===== config.mk =====
export PLATFORM = sky130hd
export DESIGN_NAME = agu_access_scheduler
export DESIGN_NICKNAME = d
export VERILOG_FILES = /design/src/rtl/agu_access_scheduler.sv
export SDC_FILE = /design/constraint.sdc
export NUM_CORES = 1
export LEC_CHECK = 0
export CAP_MARGIN = 20
export CORE_MARGIN = 2
export CORE_UTILIZATION = 46
export DETAILED_ROUTE_END_ITERATION = 8
export GPL_TIMING_DRIVEN = 0
export PLACE_DENSITY = 0.78
export SYNTH_ARGS = -nofsm -noshare
export SYNTH_HDL_FRONTEND = slang
export SYNTH_SLANG_ARGS = --single-unit
export TNS_END_PERCENT = 100

===== constraint.sdc =====
create_clock -name clk -period 3.55 [get_ports clk]
set_input_delay 0.5325 -clock clk [delete_from_list [all_inputs] [get_ports clk]]
set_output_delay 0.5325 -clock clk [all_outputs]
set_load 0.01 [all_outputs]

===== src/rtl/agu_access_scheduler.sv =====
// Round-robin scheduler sharing one AGU between NREQ requesters, with pointer writeback.
// Ack at T+3 (direct/indirect) or T+4 (post-inc/pre-dec); requests hold until acked, non-winners wait.
module agu_access_scheduler #(
  parameter int NREQ    = 3,
  parameter int ADDR_W  = 16,
  parameter int REG_W   = 3,
  parameter int OFF_W   = 8,
  parameter int TIMEOUT = 16
) (
  input  logic                    clk,
  input  logic                    a_reset,
  input  logic [NREQ-1:0]         req,
  input  logic [2*NREQ-1:0]       req_mode,
  input  logic [REG_W*NREQ-1:0]   req_reg,
  input  logic [OFF_W*NREQ-1:0]   req_off,
  output logic [NREQ-1:0]         ack,
  output logic [ADDR_W-1:0]       rsp_addr,
  output logic                    rsp_err,
  output logic                    busy,
  output logic                    agu_start,
  output logic [1:0]              agu_mode,
  output logic [REG_W-1:0]        agu_reg,
  output logic [OFF_W-1:0]        agu_off,
  input  logic                    agu_done,
  input  logic [ADDR_W-1:0]       agu_addr,
  input  logic [ADDR_W-1:0]       agu_upd,
  output logic                    rf_we,
  output logic [REG_W-1:0]        rf_sel,
  output logic [ADDR_W-1:0]       rf_wdata
);

  localparam int GW = (NREQ > 2) ? 2 : 1;
  localparam int CW = $clog2(TIMEOUT + 1);

  typedef enum logic [2:0] {IDLE, ISSUE, WAIT, WB, RESP} state_t;

  state_t            state_q, state_d;
  logic [GW-1:0]     grant_q, grant_d;
  logic [GW-1:0]     rr_q, rr_d;
  logic [1:0]        mode_q, mode_d;
  logic [REG_W-1:0]  reg_q, reg_d;
  logic [OFF_W-1:0]  off_q, off_d;
  logic [CW-1:0]     cnt_q, cnt_d;
  logic [ADDR_W-1:0] addr_q, addr_d;

  logic              start_d, rsp_err_d, rf_we_d;
  logic [NREQ-1:0]   ack_d;
  logic [ADDR_W-1:0] rsp_addr_d, rf_wdata_d;
  logic [REG_W-1:0]  rf_sel_d;

  logic              found;
  logic [GW-1:0]     gsel;

  // Scan from the lowest rotated offset last so the requester nearest rr_q wins.
  always_comb begin
    found = 1'b0;
    gsel  = '0;
    for (int i = NREQ - 1; i >= 0; i--) begin
      if (req[(int'(rr_q) + i) % NREQ]) begin
        found = 1'b1;
        gsel  = GW'((int'(rr_q) + i) % NREQ);
      end
    end
  end

  always_comb begin
    state_d    = state_q;
    grant_d    = grant_q;
    rr_d       = rr_q;
    mode_d     = mode_q;
    reg_d      = reg_q;
    off_d      = off_q;
    cnt_d      = cnt_q;
    addr_d     = addr_q;
    start_d    = 1'b0;
    ack_d      = '0;
    rsp_addr_d = '0;
    rsp_err_d  = 1'b0;
    rf_we_d    = 1'b0;
    rf_sel_d   = '0;
    rf_wdata_d = '0;
    case (state_q)
      IDLE: begin
        if (found) begin
          grant_d = gsel;
          mode_d  = req_mode[2*int'(gsel) +: 2];
          reg_d   = req_reg[REG_W*int'(gsel) +: REG_W];
          off_d   = req_off[OFF_W*int'(gsel) +: OFF_W];
          cnt_d   = '0;
          start_d = 1'b1;
          state_d = ISSUE;
        end
      end
      ISSUE: state_d = WAIT;
      WAIT: begin
        if (agu_done) begin
          addr_d = agu_addr;
          if (mode_q[1]) begin
            rf_we_d    = 1'b1;
            rf_sel_d   = reg_q;
            rf_wdata_d = agu_upd;
            state_d    = WB;
          end else begin
            ack_d[grant_q] = 1'b1;
            rsp_addr_d     = agu_addr;
            state_d        = RESP;
          end
        end else if (cnt_q == CW'(TIMEOUT - 1)) begin
          // Timed-out ops answer with an error and skip the pointer writeback.
          addr_d         = '0;
          ack_d[grant_q] = 1'b1;
          rsp_err_d      = 1'b1;
          state_d        = RESP;
        end else begin
          cnt_d = cnt_q + 1'b1;
        end
      end
      WB: begin
        ack_d[grant_q] = 1'b1;
        rsp_addr_d     = addr_q;
        state_d        = RESP;
      end
      RESP: begin
        rr_d    = (int'(grant_q) == NREQ - 1) ? '0 : grant_q + 1'b1;
        state_d = IDLE;
      end
      default: state_d = IDLE;
    endcase
  end

  always_ff @(posedge clk or posedge a_reset) begin
    if (a_reset) begin
      state_q   <= IDLE;
      grant_q   <= '0;
      rr_q      <= '0;
      mode_q    <= '0;
      reg_q     <= '0;
      off_q     <= '0;
      cnt_q     <= '0;
      addr_q    <= '0;
      agu_start <= 1'b0;
      ack       <= '0;
      rsp_addr  <= '0;
      rsp_err   <= 1'b0;
      rf_we     <= 1'b0;
      rf_sel    <= '0;
      rf_wdata  <= '0;
      busy      <= 1'b0;
    end else begin
      state_q   <= state_d;
      grant_q   <= grant_d;
      rr_q      <= rr_d;
      mode_q    <= mode_d;
      reg_q     <= reg_d;
      off_q     <= off_d;
      cnt_q     <= cnt_d;
      addr_q    <= addr_d;
      agu_start <= start_d;
      ack       <= ack_d;
      rsp_addr  <= rsp_addr_d;
      rsp_err   <= rsp_err_d;
      rf_we     <= rf_we_d;
      rf_sel    <= rf_sel_d;
      rf_wdata  <= rf_wdata_d;
      busy      <= (state_d != IDLE);
    end
  end

  assign agu_mode = mode_q;
  assign agu_reg  = reg_q;
  assign agu_off  = off_q;

endmodule


==> impl_metrics.ini, run 1 <==
[worst_setup_path]
cp_slowest_cell = dfrtp_1
crit_buf_inv = 2
worst_r2r_endpoint = agu_off[7]
ff2ff_path_depth = 8
cp_max_fo = 10
ff2ff_setup_slack_ps = 1270
r2r-start = rr_q[0]
cp-end-kind = flip-flop
max_stage_delay_ps = 400
critPathLaunchType = flip-flop
critical_path_depth = 8
cp_data_arrival_time_ps = 2530
path_cells = inv_1 -> ha_1 -> nor3b_1 -> o21ai_1 -> a21oi_2 -> buf_2 -> nor4_1 -> o41ai_2
cp.required_ps = 3800
path_class = flip-flop to flip-flop
path_delay_family = compound AO/OA/AOI/OAI gates

[die]
fp-row-count = 33
coreArea_um2 = 8180
die_h_um = 95.7
pin_count = 132
start_util = 0.473
fp.dieW_um = 95.7
design.die.area_um2 = 9160

[route]
routed_wl_mm = 9.86
first_pass_iters = 4
drc = 0
antenna_left = 0
via_count = 3247
wl_per_cell_um = 16.3
drtIter0Drc = 131
via_per_inst = 5.37

[clocking]
htreeDepth = 3
clock_sinks = 83
cts.repair.resized = 0
cts_buffer_depth = 2
tritoncts = yes
clk_latency_ps = 360
cts_buffers = 9
ctsHoldBuffers = 0
root_buffer = clkbuf_8
clk_pin_slew_ps = 90
post_cts_buffers = 0

[yosys]
synth_top_family_by_area = compound AO/OA/AOI/OAI gates
ys_ff_latch = 83
synth_top_area_frac = 0.537
ys_top_cells_by_area = dfrtp_1 54%, a22o_1 7.2%, o41ai_2 4.2%
synth_fa_ha_area_frac = 0.0162
ys_warn_count = 0
syn_area_um2 = 3870
syn_area_per_cell_um2 = 11.0
netlist_instances = 353
yosys.area_share.xor_xnor = 0.00453
synth_compound_area_frac = 0.177
yosys-mux-area-fraction = 0.0417
synth_cell_types = 43
synth_area_leader_cell = dfrtp_1
seq_area_frac_synth = 0.537
synth_fp_nets = 435
yosys.area_share.simple = 0.176

[timing]
setup_viol = 0
clock_skew_ps = 18.9
fin_crit_ps = 2280
relSlewSlack = 0.664
fin_crit_sh = 0.643
rsz0062_at_grt = no
max_freq_ghz = 0.438
whs_ps = 425
fin_ws_ps = 1270
timing_hold_violations_final = 0
slew_violations = 0
worst_pin_slew_ps = 503

[power_and_ir_drop]
power_density_nw_per_um2 = 693
power.leakage_uw = 0.00244
ir_drop_uv = 344

[finish]
top_regs = addr_q x16, rf_wdata x16, rsp_addr x16
drive_gt1_frac = 0.100
finalInstanceArea_um2 = 5510
area_growth_pct = 42.4
final_nets = 576
nFillCells = 651

[hold_path]
min_path_type = primary input to asynchronous set/reset pin

[place]
dpl_cell_area_um2 = 5320
hpwl_mm = 7.23
io_buffers = 129
gp_congestion = 0.839
pre_cts_slack_ps = 1050

[grt]
globalRouteTotalUtil = 0.227
grt_first_pass_wirelength_mm = 16.0
grt.overflow.total = 0
antenna_found_initial = 0
grt_pass1_vias = 3320
grt_start_max_net_pins = 74

[run_status]
outcome = complete, no violations

[run]
cap_violations = 0
==> Yosys cell counts, drive strengths merged <==
| cell | instances |
|---|---|
| buf | 15 |
| o31ai | 2 |
| and2 | 22 |
| ha | 5 |
| nor2 | 36 |
| o21ai | 22 |
| nand4bb | 1 |
| nand3 | 4 |
| a21oi | 3 |
| or3 | 1 |
| and3 | 3 |
| nand2 | 35 |
| and4bb | 1 |
| o32ai | 1 |
| nor3 | 3 |
| nor3b | 4 |
| nor2b | 1 |
| a31o | 1 |
| xor2 | 2 |
| a22oi | 1 |
| mux2i | 15 |
| a22o | 32 |
| nor4 | 13 |
| mux2 | 1 |
| or2 | 1 |
| nand2b | 4 |
| a2bb2oi | 1 |
| or3b | 2 |
| dfrtp | 83 |
| clkbuf | 10 |
| o221ai | 1 |
| nand3b | 2 |
| o41ai | 13 |
| a2111o | 1 |
| inv | 10 |
| nand4 | 1 |
==> per-layer routing <==
layer | GRT usage | wire (um) | up-vias
li1 | - | - | 1544
met1 | 0.276 | 4050 | 1578
met4 | 0.0810 | 190 | 0
met3 | 0.0501 | 529 | 14
met5 | 0 | 0 | -
met2 | 0.396 | 5100 | 111
==> stage by stage <==
stage                     utilization  setup TNS, ps  total power [uW]  cells
final                           0.674              0              3820    605
after detailed placement        0.651              0              3190    588
after global routing            0.674              0              4060    604
after floorplan                     -              0              2510    353
after global placement          0.647         -30380              3120    587
after CTS                       0.674              0              3830    604
==> cell usage in the layout, fill, tap and decap left out, types with 2 or more instances in the layout <==
master           Yosys  final
dfrtp_1             83     83
a21oi_2              2      2
nand2_1             35     35
nor2_1              36     36
buf_2                9      9
inv_1               10      9
o41ai_1              3      3
nand3b_1             2      2
o41ai_2             10     10
o21ai_1              9      9
a22o_1              32     32
inv_6                0      2
clkbuf_8             0      9
clkinvlp_4           0      2
xor2_1               2      2
clkbuf_1            10     10
nor3b_1              4      4
ha_1                 5      5
clkdlybuf4s50_1      0    129
buf_6                5      5
and2_1              22     22
and3_1               3      3
nor3_1               3      3
or3b_1               2      2
nor4_1              13     13
o21ai_0             12     12
mux2i_1             15     15
nand2b_1             4      4
nand3_1              4      4
==> worst reg2reg max path, cell delays in order, from the launching register on <==
cell and delay [ps]:
dfrtp_1 400, inv_1 60, ha_1 400, nor3b_1 260
o21ai_1 120, a21oi_2 270, buf_2 280, nor4_1 100
o41ai_2 300
==> how the worst max path moves through the flow <==
stage,from,end,slack (ps)
after floorplan,a_reset,ack[0],880
after global placement,a_reset,agu_off[4],-370
after detailed placement,req[0],agu_off[4],1050
after CTS,rr_q[0],agu_off[4],1280
after global routing,rr_q[0],cnt_q[0],1110
final,rr_q[0],agu_off[7],1270
==> final cells by class <==
class,count,area [um^2],share of cell area
Clock inverter,7,62.6,0.0114
Clock buffer,9,124,0.0225
Multi-Input combinational cell,235,1610,0.292
Timing Repair Buffer,130,1320,0.239
Tap cell,105,131,0.0238
Sequential cell,83,2080,0.377
Inverter,10,40.0,0.00726
Buffer,25,146,0.0266
Antenna cell,1,2.50,0.000454
==> kinds of logic after synthesis <==
family | after synthesis
flops | 83
mux | 16
xor+xnor | 2
simple gates | 134
compound gates | 78
buf+inv | 35
fa+ha+maj | 5
==> report_power, final <==
part	internal, uW	switching [uW]
logic	880	919
registers	1220	163
clock network	265	375
total	2360	1460
Power figures use the tool's default switching activity.
==> run 2, diff against run 1 <==
==> constraint.sdc (replaced) <==
create_clock -name clk -period 2.4 [get_ports clk]
set_input_delay 0.36 -clock clk [delete_from_list [all_inputs] [get_ports clk]]
set_output_delay 0.36 -clock clk [all_outputs]
set_load 0.01 [all_outputs]
==> impl_metrics.ini, run 2 (synthesis results as in run 1) <==
[run_status]
outcome = complete, no violations

[hold_path]
holdPathStages = 2
whs_endpoint = rsp_err
min_path_type = primary input to flip-flop
worstHoldStart = agu_done

[finish]
drive_gt1_frac = 0.102
final_nets = 576
top_regs = addr_q x16, rf_wdata x16, rsp_addr x16
final_cell_mix = 129 x clkdlybuf4s50_1, 83 x dfrtp_1, 36 x nor2_1
antennaDiodeCount = 0
final_common_cell = clkdlybuf4s50_1
area_growth_pct = 43.5
nFillCells = 612
instances_no_fill = 604

[worst_setup_path]
critical_path_depth = 6
cp_max_fo = 10
crit_top_cell = ha_1
r2r-start = cnt_q[0]
max_stage_delay_ps = 440
crit_buf_inv = 1
path_delay_family = compound AO/OA/AOI/OAI gates
critPathLaunchType = flip-flop
cp_slowest_cell = clkbuf_1
cp_data_arrival_time_ps = 2490
path_class = flip-flop to flip-flop
cp.required_ps = 2690
cp-end-kind = flip-flop
path_cells = ha_1 -> and3_1 -> ha_1 -> o21ai_1 -> clkbuf_1 -> a22o_1
ff2ff_path_depth = 6
worst_r2r_endpoint = addr_q[3]
ff2ff_setup_slack_ps = 200

[timing]
relSlewSlack = 0.411
fin_crit_ps = 2200
tns_ps = 0
rsz0062_at_grt = no
timing_hold_violations_final = 0
whs_ps = 399
worst_pin_slew_ps = 882
clock_skew_ps = 13.2
max_freq_ghz = 0.454
fin_crit_sh = 0.917
setup_viol = 0
slew_violations = 0

[clocking]
clk_pin_slew_ps = 100
root_buffer = clkbuf_8
ctsHoldBuffers = 0
htreeDepth = 3
tritoncts = yes
cts_buffers = 9
cts_buffer_depth = 2
clock_sinks = 83
cts.repair.resized = 0
clk_latency_ps = 360
post_cts_buffers = 0

[grt]
globalRouteTotalUtil = 0.226
grt_first_pass_wirelength_mm = 16.0
grt_start_max_net_pins = 46
grt.overflow.total = 0
grt_pass1_vias = 3297
antenna_found_initial = 0

[route]
via_count = 3273
wl_per_cell_um = 16.3
drc = 0
first_pass_iters = 4
antenna_left = 0
routed_wl_mm = 9.83
drtIter0Drc = 122
via_per_inst = 5.42

[die]
die_h_um = 95.7
coreArea_um2 = 8180
fp-row-count = 33
design.die.area_um2 = 9160
fp.dieW_um = 95.7
start_util = 0.473
pin_count = 132

[power_and_ir_drop]
ir_drop_uv = 562
power.leakage_uw = 0.00246
power_density_nw_per_um2 = 1060

[place]
io_buffers = 129
place_inst = 588
gp_congestion = 0.829
hpwl_mm = 6.98

[run]
cap_violations = 0
==> run 2: cell type report <==
| type | count | area [um^2] | area share |
|---|---|---|---|
| Sequential cell | 83 | 2080 | 0.374 |
| Multi-Input combinational cell | 235 | 1610 | 0.290 |
| Timing Repair Buffer | 130 | 1310 | 0.236 |
| Buffer | 25 | 149 | 0.0268 |
| Tap cell | 105 | 131 | 0.0237 |
| Clock buffer | 9 | 124 | 0.0223 |
| Clock inverter | 7 | 106 | 0.0192 |
| Inverter | 10 | 41.3 | 0.00744 |
==> run 2: routing by layer <==
metal  track usage  vias to the layer above  part of all wire  wire length [um]
met4        0.0964                        0             0.028               279
li1              -                     1540                 -                 -
met1         0.289                     1594              0.42              4130
met5             0                        -                 0                 0
met2         0.377                      116              0.50              4880
met3        0.0407                       23             0.055               545
==> run 2: how the worst max path moves through the flow <==
| stage | start | end | slack (ps) |
|---|---|---|---|
| after global routing | cnt_q[0] | addr_q[3] | 20 |
| after floorplan | rr_q[0] | agu_off[6] | 420 |
| after global placement | req[0] | agu_off[3] | 150 |
| final | cnt_q[0] | addr_q[3] | 200 |
| after detailed placement | req[2] | cnt_q[4] | 140 |
| after CTS | rr_q[0] | agu_off[7] | 150 |
==> run 2: report_power, final <==
| part | internal, uW | switching, uW | total [uW] | leakage [uW] |
|---|---|---|---|---|
| sequential | 1800 | 242 | 2040 | 0.00110 |
| clock | 607 | 554 | 1160 | 0.000117 |
| combinational | 1310 | 1350 | 2660 | 0.00124 |
==> run 2: through the flow <==
stage | setup WS, ps | cell area (um^2) | power, uW | utilization
floorplan | 418 | 3870 | 3720 | -
global placement | 147 | 5300 | 4620 | 0.648
detailed placement | 141 | 5320 | 4700 | 0.650
CTS | 152 | 5550 | 5890 | 0.678
global route | 19.0 | 5550 | 6250 | 0.679
finish | 199 | 5550 | 5860 | 0.679
